==> src/rtl/unidade_controle_jogo.sv <==
// Control FSM for the FPGAudio game: menu pages, listen-then-repeat rounds and the end-of-game outcome.
// Moore strobes are registered from the next state; only the menu capture strobes are Mealy on confirma.
module unidade_controle_jogo #(
    parameter int NUM_MENUS = 3
) (
    input  logic       clock,
    input  logic       reset,
    input  logic       iniciar,
    input  logic       confirma,
    input  logic       nota_feita,
    input  logic       nota_correta,
    input  logic       enderecoIgualRodada,
    input  logic       fimTF,
    input  logic       fimTempo,
    input  logic       fimCR,
    input  logic       fim_musica,
    output logic       zeraR,
    output logic       registraR,
    output logic       zeraC,
    output logic       contaC,
    output logic       zeraCR,
    output logic       contaCR,
    output logic       zeraTF,
    output logic       contaTF,
    output logic       zeraTempo,
    output logic       contaTempo,
    output logic       zeraMetro,
    output logic       contaMetro,
    output logic       leds_mem,
    output logic       ativa_leds,
    output logic       toca,
    output logic       inicia_menu,
    output logic [1:0] menu_sel,
    output logic       registra_modo,
    output logic       registra_bpm,
    output logic       registra_musicas,
    output logic       pronto,
    output logic       acertou,
    output logic       errou,
    output logic       timeout,
    output logic [4:0] db_estado
);

    typedef enum logic [4:0] {
        INICIAL     = 5'd0,
        MENU_MODO   = 5'd1,
        MENU_BPM    = 5'd2,
        MENU_MUSICA = 5'd3,
        PREPARA     = 5'd4,
        MOSTRA      = 5'd5,
        PROX_MOSTRA = 5'd6,
        ZERA_END    = 5'd7,
        ESPERA      = 5'd8,
        REGISTRA    = 5'd9,
        FEEDBACK    = 5'd10,
        COMPARA     = 5'd11,
        PROX_NOTA   = 5'd12,
        PROX_RODADA = 5'd13,
        ACERTOU_ST  = 5'd14,
        ERROU_ST    = 5'd15,
        TIMEOUT_ST  = 5'd16
    } state_t;

    typedef struct packed {
        logic       zera_r;
        logic       registra_r;
        logic       zera_c;
        logic       conta_c;
        logic       zera_cr;
        logic       conta_cr;
        logic       zera_tf;
        logic       conta_tf;
        logic       zera_tempo;
        logic       conta_tempo;
        logic       zera_metro;
        logic       conta_metro;
        logic       leds_mem;
        logic       ativa_leds;
        logic       toca;
        logic       inicia_menu;
        logic [1:0] menu_sel;
        logic       pronto;
        logic       acertou;
        logic       errou;
        logic       timeout;
    } moore_t;

    localparam logic [4:0] ULTIMO_MENU = 5'(MENU_MODO) + 5'(NUM_MENUS - 1);

    state_t state_q, state_d;
    moore_t out_q;

    function automatic moore_t decode(input state_t s);
        moore_t o;
        o = '0;
        case (s)
            INICIAL:     begin o.inicia_menu = 1'b1; o.zera_r = 1'b1; end
            MENU_MODO, MENU_BPM, MENU_MUSICA:
                         o.menu_sel = 2'(s - MENU_MODO);
            PREPARA:     begin
                             o.zera_c = 1'b1; o.zera_cr = 1'b1; o.zera_r = 1'b1;
                             o.zera_tf = 1'b1; o.zera_tempo = 1'b1; o.zera_metro = 1'b1;
                         end
            MOSTRA:      begin
                             o.leds_mem = 1'b1; o.ativa_leds = 1'b1; o.toca = 1'b1;
                             o.conta_tf = 1'b1; o.conta_metro = 1'b1;
                         end
            PROX_MOSTRA: begin o.conta_c = 1'b1; o.zera_tf = 1'b1; end
            ZERA_END:    begin
                             o.zera_c = 1'b1; o.zera_tempo = 1'b1; o.zera_tf = 1'b1; o.zera_r = 1'b1;
                         end
            ESPERA:      o.conta_tempo = 1'b1;
            REGISTRA:    begin o.registra_r = 1'b1; o.zera_tf = 1'b1; end
            FEEDBACK:    begin o.ativa_leds = 1'b1; o.toca = 1'b1; o.conta_tf = 1'b1; end
            PROX_NOTA:   begin o.conta_c = 1'b1; o.zera_tempo = 1'b1; end
            PROX_RODADA: begin
                             o.conta_cr = 1'b1; o.zera_c = 1'b1; o.zera_tf = 1'b1; o.zera_metro = 1'b1;
                         end
            ACERTOU_ST:  begin o.acertou = 1'b1; o.pronto = 1'b1; end
            ERROU_ST:    begin o.errou = 1'b1; o.pronto = 1'b1; end
            TIMEOUT_ST:  begin o.timeout = 1'b1; o.pronto = 1'b1; end
            default:     o = '0;
        endcase
        return o;
    endfunction

    always_comb begin
        // NOTE: hold-by-default assignment first so every path assigns state_d and no latch is inferred.
        state_d = state_q;
        case (state_q)
            INICIAL:     if (iniciar) state_d = MENU_MODO;
            MENU_MODO, MENU_BPM, MENU_MUSICA:
                         if (confirma)
                             state_d = (state_q == ULTIMO_MENU) ? PREPARA : state_t'(state_q + 5'd1);
            PREPARA:     state_d = MOSTRA;
            MOSTRA:      if (fimTF) state_d = enderecoIgualRodada ? ZERA_END : PROX_MOSTRA;
            PROX_MOSTRA: state_d = MOSTRA;
            ZERA_END:    state_d = ESPERA;
            ESPERA:      if (nota_feita)    state_d = REGISTRA;
                         else if (fimTempo) state_d = TIMEOUT_ST;
            REGISTRA:    state_d = FEEDBACK;
            // Feedback lasts until the timer expires and the key is released.
            FEEDBACK:    if (fimTF && !nota_feita) state_d = COMPARA;
            COMPARA:     if (!nota_correta)             state_d = ERROU_ST;
                         else if (!enderecoIgualRodada) state_d = PROX_NOTA;
                         else if (fim_musica || fimCR)  state_d = ACERTOU_ST;
                         else                           state_d = PROX_RODADA;
            PROX_NOTA:   state_d = ESPERA;
            PROX_RODADA: state_d = MOSTRA;
            ACERTOU_ST, ERROU_ST, TIMEOUT_ST:
                         if (iniciar) state_d = PREPARA;
            default:     state_d = INICIAL;
        endcase
    end

    always_ff @(posedge clock) begin
        // NOTE: non-blocking assignments so every register samples pre-edge values.
        if (reset) begin
            state_q <= INICIAL;
            out_q   <= decode(INICIAL);
        end else begin
            state_q <= state_d;
            out_q   <= decode(state_d);
        end
    end

    assign zeraR       = out_q.zera_r;
    assign registraR   = out_q.registra_r;
    assign zeraC       = out_q.zera_c;
    assign contaC      = out_q.conta_c;
    assign zeraCR      = out_q.zera_cr;
    assign contaCR     = out_q.conta_cr;
    assign zeraTF      = out_q.zera_tf;
    assign contaTF     = out_q.conta_tf;
    assign zeraTempo   = out_q.zera_tempo;
    assign contaTempo  = out_q.conta_tempo;
    assign zeraMetro   = out_q.zera_metro;
    assign contaMetro  = out_q.conta_metro;
    assign leds_mem    = out_q.leds_mem;
    assign ativa_leds  = out_q.ativa_leds;
    assign toca        = out_q.toca;
    assign inicia_menu = out_q.inicia_menu;
    assign menu_sel    = out_q.menu_sel;
    assign pronto      = out_q.pronto;
    assign acertou     = out_q.acertou;
    assign errou       = out_q.errou;
    assign timeout     = out_q.timeout;
    assign db_estado   = state_q;

    // Menu captures fire in the same cycle as confirma, before the page advances.
    assign registra_modo    = (state_q == MENU_MODO)   && confirma;
    assign registra_bpm     = (state_q == MENU_BPM)    && confirma;
    assign registra_musicas = (state_q == MENU_MUSICA) && confirma;

endmodule

==> config.mk <==
export PLATFORM = sky130hd
export DESIGN_NAME = unidade_controle_jogo
export DESIGN_NICKNAME = d
export VERILOG_FILES = /design/src/rtl/unidade_controle_jogo.sv
export SDC_FILE = /design/constraint.sdc
export NUM_CORES = 1
export LEC_CHECK = 0
export CAP_MARGIN = 20
export CORE_MARGIN = 10
export CORE_UTILIZATION = 48
export DETAILED_ROUTE_END_ITERATION = 6
export GPL_TIMING_DRIVEN = 1
export PLACE_DENSITY = 0.9
export SKIP_CTS_REPAIR_TIMING = 1
export SLEW_MARGIN = 20
export SYNTH_ARGS = -nofsm -noshare
export SYNTH_HDL_FRONTEND = slang
export SYNTH_SLANG_ARGS = --single-unit
export TNS_END_PERCENT = 10
==> constraint.sdc <==
create_clock -name clock -period 4 [get_ports clock]
set_input_delay 1.2 -clock clock [delete_from_list [all_inputs] [get_ports clock]]
set_output_delay 1.2 -clock clock [all_outputs]
set_load 0.01 [all_outputs]
Yosys cells after proc, flatten, opt, wreduce, memory -nomap -nowiden
Index checks and enable logic that the tools add are counted.

storage, ports and cells
  flip-flop bits (word level) = 27
  input port bits = 11
  output and inout bits = 30
  logic and storage cells = 109

operators by class
  $add $sub $neg = 2
  equality and inequality tests = 31
  mux-type cells = 31
  bitwise operators = 1
  reduce and logical (&&, ||, !) cells = 22

operator list
  operator               count
  $eq A5 B4 Y1 const B   15
  $pmux W5 S10           1
  $eq A5 B3 Y1 const B   8
  $mux W5                8
  $reduce_or A3 Y1       8
  $eq A5 B2 Y1 const B   4
  $mux W1                17
  $eq A5 B1 Y1 const B   2
  $eq A5 B5 Y1 const B   2
  $logic_not A5 Y1       2
  $mux W2                5
  $reduce_or A2 Y1       5
  $add A5 B1 Y5 const B  1
  $reduce_or A5 Y1       1
  $logic_and A1 B1 Y1    4
  $sub A2 B1 Y2 const B  1
  $logic_not A1 Y1       1
  $logic_or A1 B1 Y1     1
  $not A1 Y1             1

Longest topological paths before layout
Gate-level depths: netlist of run 1.

  depth in word-level cells = 9
  gate-level depth with buffers = 14
  depth with buffers taken out = 13

Least setup slack after synthesis of run 1
Ideal clock, no wire load.

  path kind = input to register
  start point = input port confirma
  end point = register out_q (netlist bit zeraR)
  library setup time = 0.116 ns
  arrival = 3.060 ns
  required time = 3.884 ns
  path slack = 0.824 ns
  stages on the path = 9
  buffers on the path = 2
  path through = clkbuf_1 a2111oi_2 nand2_1 o2111ai_1 inv_1 ha_1 buf_1 o21bai_1 a31o_2

on the way
  cells in the longest elaborated chain, start to end = 5
  elaborated cells between the ends (all ways) = 7
  those cells by class = 2 x eq/ne; 3 x mux; 2 x reduce/logical

RTL lines
  item                                              line  text
  start, declared                                   9     input logic confirma,
  $mux W5 (*)                                       133   if (confirma)
  $pmux W5 S10 (*)                                  130   case (state_q)
  named net state_d[0]                              90    state_t state_q, state_d;
  $eq A5 B3 Y1 or $logic_not A5 Y1 (tied branches)  96    case (s)
  $reduce_or A3 Y1 (no line) (*)                    --
  $mux W1 (*)                                       96
  end signal, assigned                              160   out_q <= decode(INICIAL);
  end signal, assigned                              163   out_q <= decode(state_d);
  end, declared                                     91    moore_t out_q;

Mark *: on every way through the listed nets, which the timed path passes. The rest lies on a longest branch.
A chain may end at the register's enable or synchronous reset.

Worst setup path after layout of run 1
  start point = input port confirma
  end point = output port registra_bpm

on the way
  cells in the longest elaborated chain, start to end = 1

RTL lines
  item                 line  text
  $logic_and A1 B1 Y1  192   assign registra_bpm = (state_q == MENU_BPM) && confirma;
  end, declared        35    output logic registra_bpm,

Every way passes these cells.

==> results of run 1 <==
==> report_power, final <==
part,switching [mW],leakage (nW),internal [mW]
Clock,0.0646,0.0210,0.0556
Combinational,0.190,0.512,0.174
Sequential,0.0252,0.195,0.267
==> final cells by class <==
cell class	count	share of cell area, %
Timing Repair Buffer	42	21.9
Sequential cell	24	25.4
Inverter	10	1.98
Tap cell	33	2.18
Multi-Input combinational cell	129	46.6
Clock buffer	4	1.92
==> cells by family after synthesis <==
group,share of synthesized area (%)
muxes,0.675
and+or+nand+nor,29.4
buffers and inverters,8.09
AOI/OAI and AO/OA,21.8
adders and majority gates,7.59
DFF,32.4
==> cells in the mapped netlist (all sizes together), types with 5 or more instances <==
| master | n |
|---|---|
| nor2 | 17 |
| nor3 | 11 |
| inv | 10 |
| ha | 9 |
| o21ai | 8 |
| a21oi | 9 |
| clkbuf | 5 |
| dfxtp | 24 |
| nand2 | 7 |
| a31oi | 5 |
| buf | 9 |
| nor2b | 6 |
| nand3 | 5 |
| or3b | 5 |
==> metal layers <==
layer	up-vias	GRT usage (%)	routed length, um
met5	-	0	0
met4	0	3.09	25
met3	4	3.65	296
met2	51	21.3	1780
met1	643	15.1	1530
li1	704	-	-
==> how the worst max path moves through the flow <==
stage,to,slack (ns),depth (start not counted)
floorplan,zeraR$_SDFF_PP1_,0.82,9
global placement,registra_musicas,0.29,4
detailed placement,registra_bpm,0.23,4
CTS,registra_bpm,0.23,4
global route,registra_bpm,0.19,4
finish,registra_bpm,0.25,4
==> tightest hold or removal path, stage by stage, from the launching register on <==
cell and delay [ns]:
dfxtp_1 0.44, o21ai_0 0.13, o2111a_1 0.20, nor2_1 0.09
==> stage by stage <==
step / setup WS [ns] / hold slack [ns] / power [mW] / utilization, % / cells
floorplan: 0.824 / 0.812 / 0.532 / - / 177
global placement: 0.290 / 0.871 / 0.650 / 61.9 / 238
detailed placement: 0.234 / 0.879 / 0.659 / 61.9 / 238
CTS: 0.232 / 0.908 / 0.779 / 63.1 / 242
global route: 0.189 / 0.972 / 0.832 / 63.1 / 242
finish: 0.245 / 0.894 / 0.775 / 63.1 / 242
==> impl_metrics.json, run 1 <==
{
  "period_share_pct": 93.9,
  "area_growth_pct": 27.7,
  "critPathKind": "input port to output port",
  "maxCapViolCount": 0,
  "path_cells": "clkdlybuf4s50_1, nand2_1, nor3b_1, clkdlybuf4s50_1",
  "drcViolationCount": 0,
  "reg2reg_to": "pronto$_SDFF_PP0_",
  "die_w_um": 75.6,
  "synth_nets": 197,
  "skew_ns": 0.00550,
  "p_leak_nw": 0.728,
  "numCtsBuffers": 3,
  "nFillCells": 255,
  "critPathArrivalTime_ns": 2.55,
  "synth_warnings": 0,
  "synth.distinct_cells": 48,
  "cts_root_buffer": "clkbuf_4",
  "hold_path_end": "db_estado[1]$_SDFF_PP0_",
  "overflow": 0,
  "crit_path_start_kind": "input port",
  "synth-async-reset-ratio_pct": 0,
  "antenna_cells": 0,
  "antenna_found_initial": 0,
  "power_density_nw_per_um2": 409,
  "slowest_delay_ns": 0.58,
  "grt_usage_pct": 12.6,
  "min_from": "db_estado[1]$_SDFF_PP0_",
  "final_cell_mix": "40 x clkdlybuf4s50_1, 24 x dfxtp_1, 17 x nor2_1",
  "num_vias": 1402,
  "endpoint_kind": "output port",
  "hp-class": "flip-flop to flip-flop",
  "synth_edf_count": 0,
  "rows": 20,
  "io_buffers": 40,
  "cts_max_level": 1,
  "hold_path_depth": 3,
  "rsz0062_at_grt": "no",
  "insertion_delay_ns": 0.31,
  "initialDrtViolationCount": 163,
  "grt_max_degree": 22,
  "ff_latch_area_um2": 480,
  "fin_nets": 230,
  "yosys.area.top_type": "dfxtp_1",
  "timing.fmax_mhz": 266,
  "synth_ff_type": "dfxtp_1",
  "crit_required_ns": 2.80,
  "rr_worst_depth": 11,
  "crit_family": "buffers and inverters",
  "initial_utilization_pct": 49.4,
  "grt_pass1_wl_um": 5840,
  "cts.sinks": 24,
  "period_needed_ns": 3.75,
  "cts_buffer_depth": 2,
  "ant_nets": 0,
  "multi_input_area_um2": 883,
  "die_height_um": 75.6,
  "vdd_drop_max_mv": 0.250,
  "crit_top_cell": "clkdlybuf4s50_1",
  "fin_area_um2": 1890,
  "first_pass_iters": 5,
  "drv_slew": 0,
  "gp_congestion": 0.875,
  "syn-cell-area_um2": 1480,
  "hpwl_um": 2800,
  "drive_gt1_share_pct": 8.61,
  "seq_area_frac_synth_pct": 32.4,
  "yosys_register_bits": 24,
  "place_area_um2": 1860,
  "slowest_stage": "clkdlybuf4s50_1",
  "largest_reg_flops": 5,
  "setup_viol": 0,
  "final.setup.tns_ns": 0,
  "r2r_slack_ns": 1.04,
  "grt_pass1_vias": 1296,
  "synth.area.top_cells": "dfxtp_1 32%, ha_1 7.6%, nor2_1 4.3%",
  "startpoint": "confirma",
  "routedWlPerCell_um": 15.0,
  "worst_slew_pin_slew_ns": 0.603,
  "viasPerCell": 5.79,
  "coreArea_um2": 3000,
  "clk_pin_slew_worst_paths_ns": 0.12,
  "hold_viol": 0,
  "relSlewSlack_pct": 59.7,
  "cts_tree": "done",
  "outcome": "finished, final reports clean",
  "dieArea_um2": 5720,
  "cp_max_fo": 3,
  "path_buf_inv": 2,
  "io_pins": 41,
  "syn_area_per_cell_um2": 8.38,
  "wl_um": 3630,
  "syn_inst": 177,
  "rr_startpoint": "db_estado[0]$_SDFF_PP0_",
  "final_common_cell": "clkdlybuf4s50_1",
  "netlist.area_leader.share_pct": 32.4
}
No activity file was read; power rests on OpenSTA's default activity.
==> inputs of run 2 (changes only) <==
- MAX_ROUTING_LAYER: default -> met4
==> run 2 against run 1 <==
Effect of this change: sequential power hardly changed; register-to-register slack worse by 0.11 ns; maximum frequency down 2.1%; clock power about the same; global-route usage up 1.3 points; sequential share of layout area stayed put; clock-buffer cell count is the same; utilization did not move; combinational power up 1%; clock skew grew 0.0043 ns.
==> impl_metrics.json, run 2 (same netlist as run 1, synthesis figures left out) <==
{
  "power_density_nw_per_um2": 413,
  "nFillCells": 246,
  "relSlewSlack_pct": 59.8,
  "ff_latch_area_um2": 480,
  "final_cell_mix": "40 x clkdlybuf4s50_1, 24 x dfxtp_1, 17 x nor2_1",
  "critPathKind": "input port to output port",
  "coreArea_um2": 3000,
  "period_needed_ns": 3.84,
  "cts_buffer_depth": 2,
  "overflow": 0,
  "rsz0062_at_grt": "no",
  "numCtsBuffers": 3,
  "cts.sinks": 24,
  "power_uw": 783,
  "antenna_found_initial": 0,
  "wl_um": 3850,
  "outcome": "finished, final reports clean",
  "cp_max_fo": 3,
  "vdd_drop_max_mv": 0.268,
  "multi_input_area_um2": 883,
  "rows": 20,
  "drive_gt1_share_pct": 8.61,
  "dp_cells": 238,
  "io_buffers": 40,
  "insertion_delay_ns": 0.31,
  "worst_slack_ns": 0.165,
  "maxCapViolCount": 0,
  "clk_pin_slew_worst_paths_ns": 0.12,
  "hpwl_um": 2890,
  "final.setup.tns_ns": 0,
  "cts_root_buffer": "clkbuf_4",
  "viasPerCell": 6.02,
  "num_vias": 1457,
  "first_pass_iters": 4,
  "final_cells": 242,
  "final_common_cell": "clkdlybuf4s50_1",
  "cts_tree": "done",
  "routedWlPerCell_um": 15.9,
  "preCtsSetupSlack_ns": 0.172,
  "setup_viol": 0,
  "ant_nets": 0,
  "place_area_um2": 1860,
  "dieArea_um2": 5720,
  "drv_slew": 0,
  "grt_max_degree": 22,
  "grt_usage_pct": 13.9,
  "hp-class": "flip-flop to flip-flop",
  "worst_slew_pin_slew_ns": 0.602,
  "crit_required_ns": 2.80,
  "cts_max_level": 1,
  "crit_path_start_kind": "input port",
  "area_growth_pct": 27.7,
  "largest_reg_flops": 5,
  "initialDrtViolationCount": 121,
  "timing.fmax_mhz": 261,
  "antenna_cells": 0,
  "period_share_pct": 95.9,
  "endpoint_kind": "output port",
  "skew_ns": 0.00984,
  "whs_ns": 0.917,
  "hold_viol": 0,
  "drcViolationCount": 0,
  "die_w_um": 75.6,
  "fin_area_um2": 1890,
  "initial_utilization_pct": 49.4,
  "gp_congestion": 0.879,
  "io_pins": 41,
  "p_leak_nw": 0.728,
  "fin_nets": 230,
  "critPathArrivalTime_ns": 2.64,
  "grt_pass1_wl_um": 6200,
  "die_height_um": 75.6,
  "grt_pass1_vias": 1352,
  "r2r_slack_ns": 0.93,
  "utilization_pct": 63.1
}
## run 2: cell counts in the layout (fill, tap and decap cells not counted)
No cell type changed its count.
## run 2: worst paths after layout
check,start,endpoint,cells after the start
max,confirma,registra_bpm,4
min,db_estado[1]$_SDFF_PP0_,db_estado[1]$_SDFF_PP0_,3
max reg2reg,db_estado[0]$_SDFF_PP0_,pronto$_SDFF_PP0_,11
min reg2reg,db_estado[1]$_SDFF_PP0_,db_estado[1]$_SDFF_PP0_,3
## run 2: final cells by class
class,instances,share of cell area [%]
inverters,10,1.98
flip-flops and latches,24,25.4
multi-input cells,129,46.6
clock buffers,4,1.92
repair buffers,42,21.9
well taps,33,2.18
## run 2: routing by layer
layer	wire [um]	GRT usage, %
met1	1620	16.8
met2	1950	23.0
met5	0	-
met4	49	3.71
met3	234	2.60
## run 2: critical path, cell delays in order
cell             delay [ns]
clkdlybuf4s50_1        0.47
nand2_1                0.09
nor3b_1                0.26
clkdlybuf4s50_1        0.61
## run 2: power by group
part | switching, mW | internal [mW]
logic | 0.195 | 0.174
registers | 0.0261 | 0.267
clock network | 0.0662 | 0.0556
==> inputs of run 3 (changes only) <==
- CORE_UTILIZATION: 48 -> 49
- CTS_BUF_LIST: default -> sky130_fd_sc_hd__clkbuf_4 sky130_fd_sc_hd__clkbuf_8
- PLACE_DENSITY: 0.9 -> 0.91
==> run 3 against run 2 <==
Effect of this change: clock-buffer cell count decreased by 1; first-iteration DRC count is 13% higher; via count down 1.2%; non-clock buffer count stayed put; cell count fell by 1.2%; critical endpoint unchanged; largest power group unchanged.
==> impl_metrics.json, run 3 (same netlist as run 1, synthesis figures left out) <==
{
  "grt_util_met2_pct": 22.1,
  "p_sw_uw": 282,
  "initialDrtViolationCount": 137,
  "swShare_pct": 37.2,
  "clk_pin_slew_worst_paths_ns": 0.11,
  "coreArea_um2": 2830,
  "p_int_uw": 476,
  "overflow": 0,
  "num_vias": 1439,
  "nFillCells": 227,
  "grt_pass1_vias": 1265,
  "worst_slew_pin_slew_ns": 0.595,
  "io_buffers": 40,
  "antenna_cells": 0,
  "cts_max_level": 1,
  "power_frac_comb_pct": 48.4,
  "relSlewSlack_pct": 60.2,
  "initial_utilization_pct": 52.5,
  "hpwl_um": 2840,
  "grtUsageMet3_pct": 2.63,
  "drive_gt1_share_pct": 8.17,
  "critPathArrivalTime_ns": 2.53,
  "first_pass_iters": 5,
  "ant_nets": 0,
  "endpoint_kind": "output port",
  "maxCapViolCount": 0,
  "utilization_pct": 66.4,
  "crit_required_ns": 2.80,
  "cts_buffer_depth": 2,
  "io_pins": 41,
  "vdd_drop_max_mv": 0.310,
  "wl_um": 3670,
  "grt-busiest-layer": "met2",
  "viasPerCell": 6.02,
  "die_w_um": 75.0,
  "area_growth_pct": 26.6,
  "power_density_nw_per_um2": 404,
  "drcViolationCount": 0,
  "cp_max_fo": 3,
  "crit_path_start_kind": "input port",
  "cts.sinks": 24,
  "slowest_delay_ns": 0.57,
  "antenna_found_initial": 0,
  "outcome": "finished, final reports clean",
  "setup_viol": 0,
  "grt_usage_pct": 13.2,
  "power_uw": 758,
  "drv_slew": 0,
  "grt_max_degree": 22,
  "whs_ns": 0.895,
  "routedWlPerCell_um": 15.3,
  "final.setup.tns_ns": 0,
  "dieArea_um2": 5630,
  "die_height_um": 75.0,
  "fin_nets": 230,
  "p_leak_nw": 0.721,
  "period_needed_ns": 3.73,
  "crit_top_cell": "clkdlybuf4s50_1",
  "final_common_cell": "clkdlybuf4s50_1",
  "cts_root_buffer": "clkbuf_4",
  "pwr-share-clk_pct": 12.9,
  "insertion_delay_ns": 0.31,
  "rows": 19,
  "gp_congestion": 0.933,
  "met1_usage_pct": 16.0,
  "critPathKind": "input port to output port",
  "numCtsBuffers": 3,
  "skew_ns": 0.00954,
  "hp-class": "flip-flop to flip-flop",
  "largest_reg_flops": 5,
  "hold_viol": 0,
  "slowest_stage": "clkdlybuf4s50_1",
  "sequentialPowerShare_pct": 38.7,
  "timing.fmax_mhz": 268,
  "grt_pass1_wl_um": 5880,
  "period_share_pct": 93.2,
  "cts_tree": "done",
  "rsz0062_at_grt": "no",
  "final_cell_mix": "40 x clkdlybuf4s50_1, 24 x dfxtp_1, 17 x nor2_1",
  "path_cells": "clkdlybuf4s50_1, nand2_1, nor3b_1, clkdlybuf4s50_1"
}
-- run 3: changes by cell type in the layout (fill, tap and decap cells not counted), sizes merged --
cell	previous run	this run
clkbuf	4	3
-- run 3: critical path: cells and delay by family --
family	cells	cell delay, ns
buf+inv	2	1.05
simple gates	2	0.28
-- run 3: final timing paths --
check	from	to	slack [ns]	cells past startpoint
max	confirma	registra_bpm	0.27	4
min	db_estado[1]$_SDFF_PP0_	db_estado[1]$_SDFF_PP0_	0.90	3
min reg2reg	db_estado[1]$_SDFF_PP0_	db_estado[1]$_SDFF_PP0_	0.90	3
max reg2reg	db_estado[0]$_SDFF_PP0_	zeraR$_SDFF_PP1_	0.99	9
-- run 3: power by group through the flow --
stage / registers [mW] / clock network [mW] / logic (mW)
floorplan: 0.304 / 0 / 0.229
global placement: 0.297 / 0 / 0.354
detailed placement: 0.299 / 0 / 0.362
CTS: 0.294 / 0.0996 / 0.365
global route: 0.298 / 0.108 / 0.401
finish: 0.294 / 0.0974 / 0.367
-- run 3: cell type report --
cell class	instances	area (um^2)	area share, %
multi-input cells	129	883	47.0
flip-flops and latches	24	480	25.6
repair buffers	42	415	22.1
well taps	31	38.8	2.07
inverters	10	37.5	2.00
clock buffers	3	22.5	1.20
-- run 3: routing by layer --
layer | share of wire, % | vias to the layer above
met4 | 0.35 | 0
li1 | - | 700
met1 | 42 | 688
met3 | 7.0 | 2
met5 | 0 | -
met2 | 50 | 49
-- run 3: through the flow --
step           setup WS, ns  cell area, um^2  std cells
2_1_floorplan         0.824             1480        177
3_3_place_gp          0.287             1860        236
3_5_place_dp          0.240             1860        236
4_1_cts               0.254             1880        239
5_1_grt               0.189             1880        239
6_report              0.272             1880        239
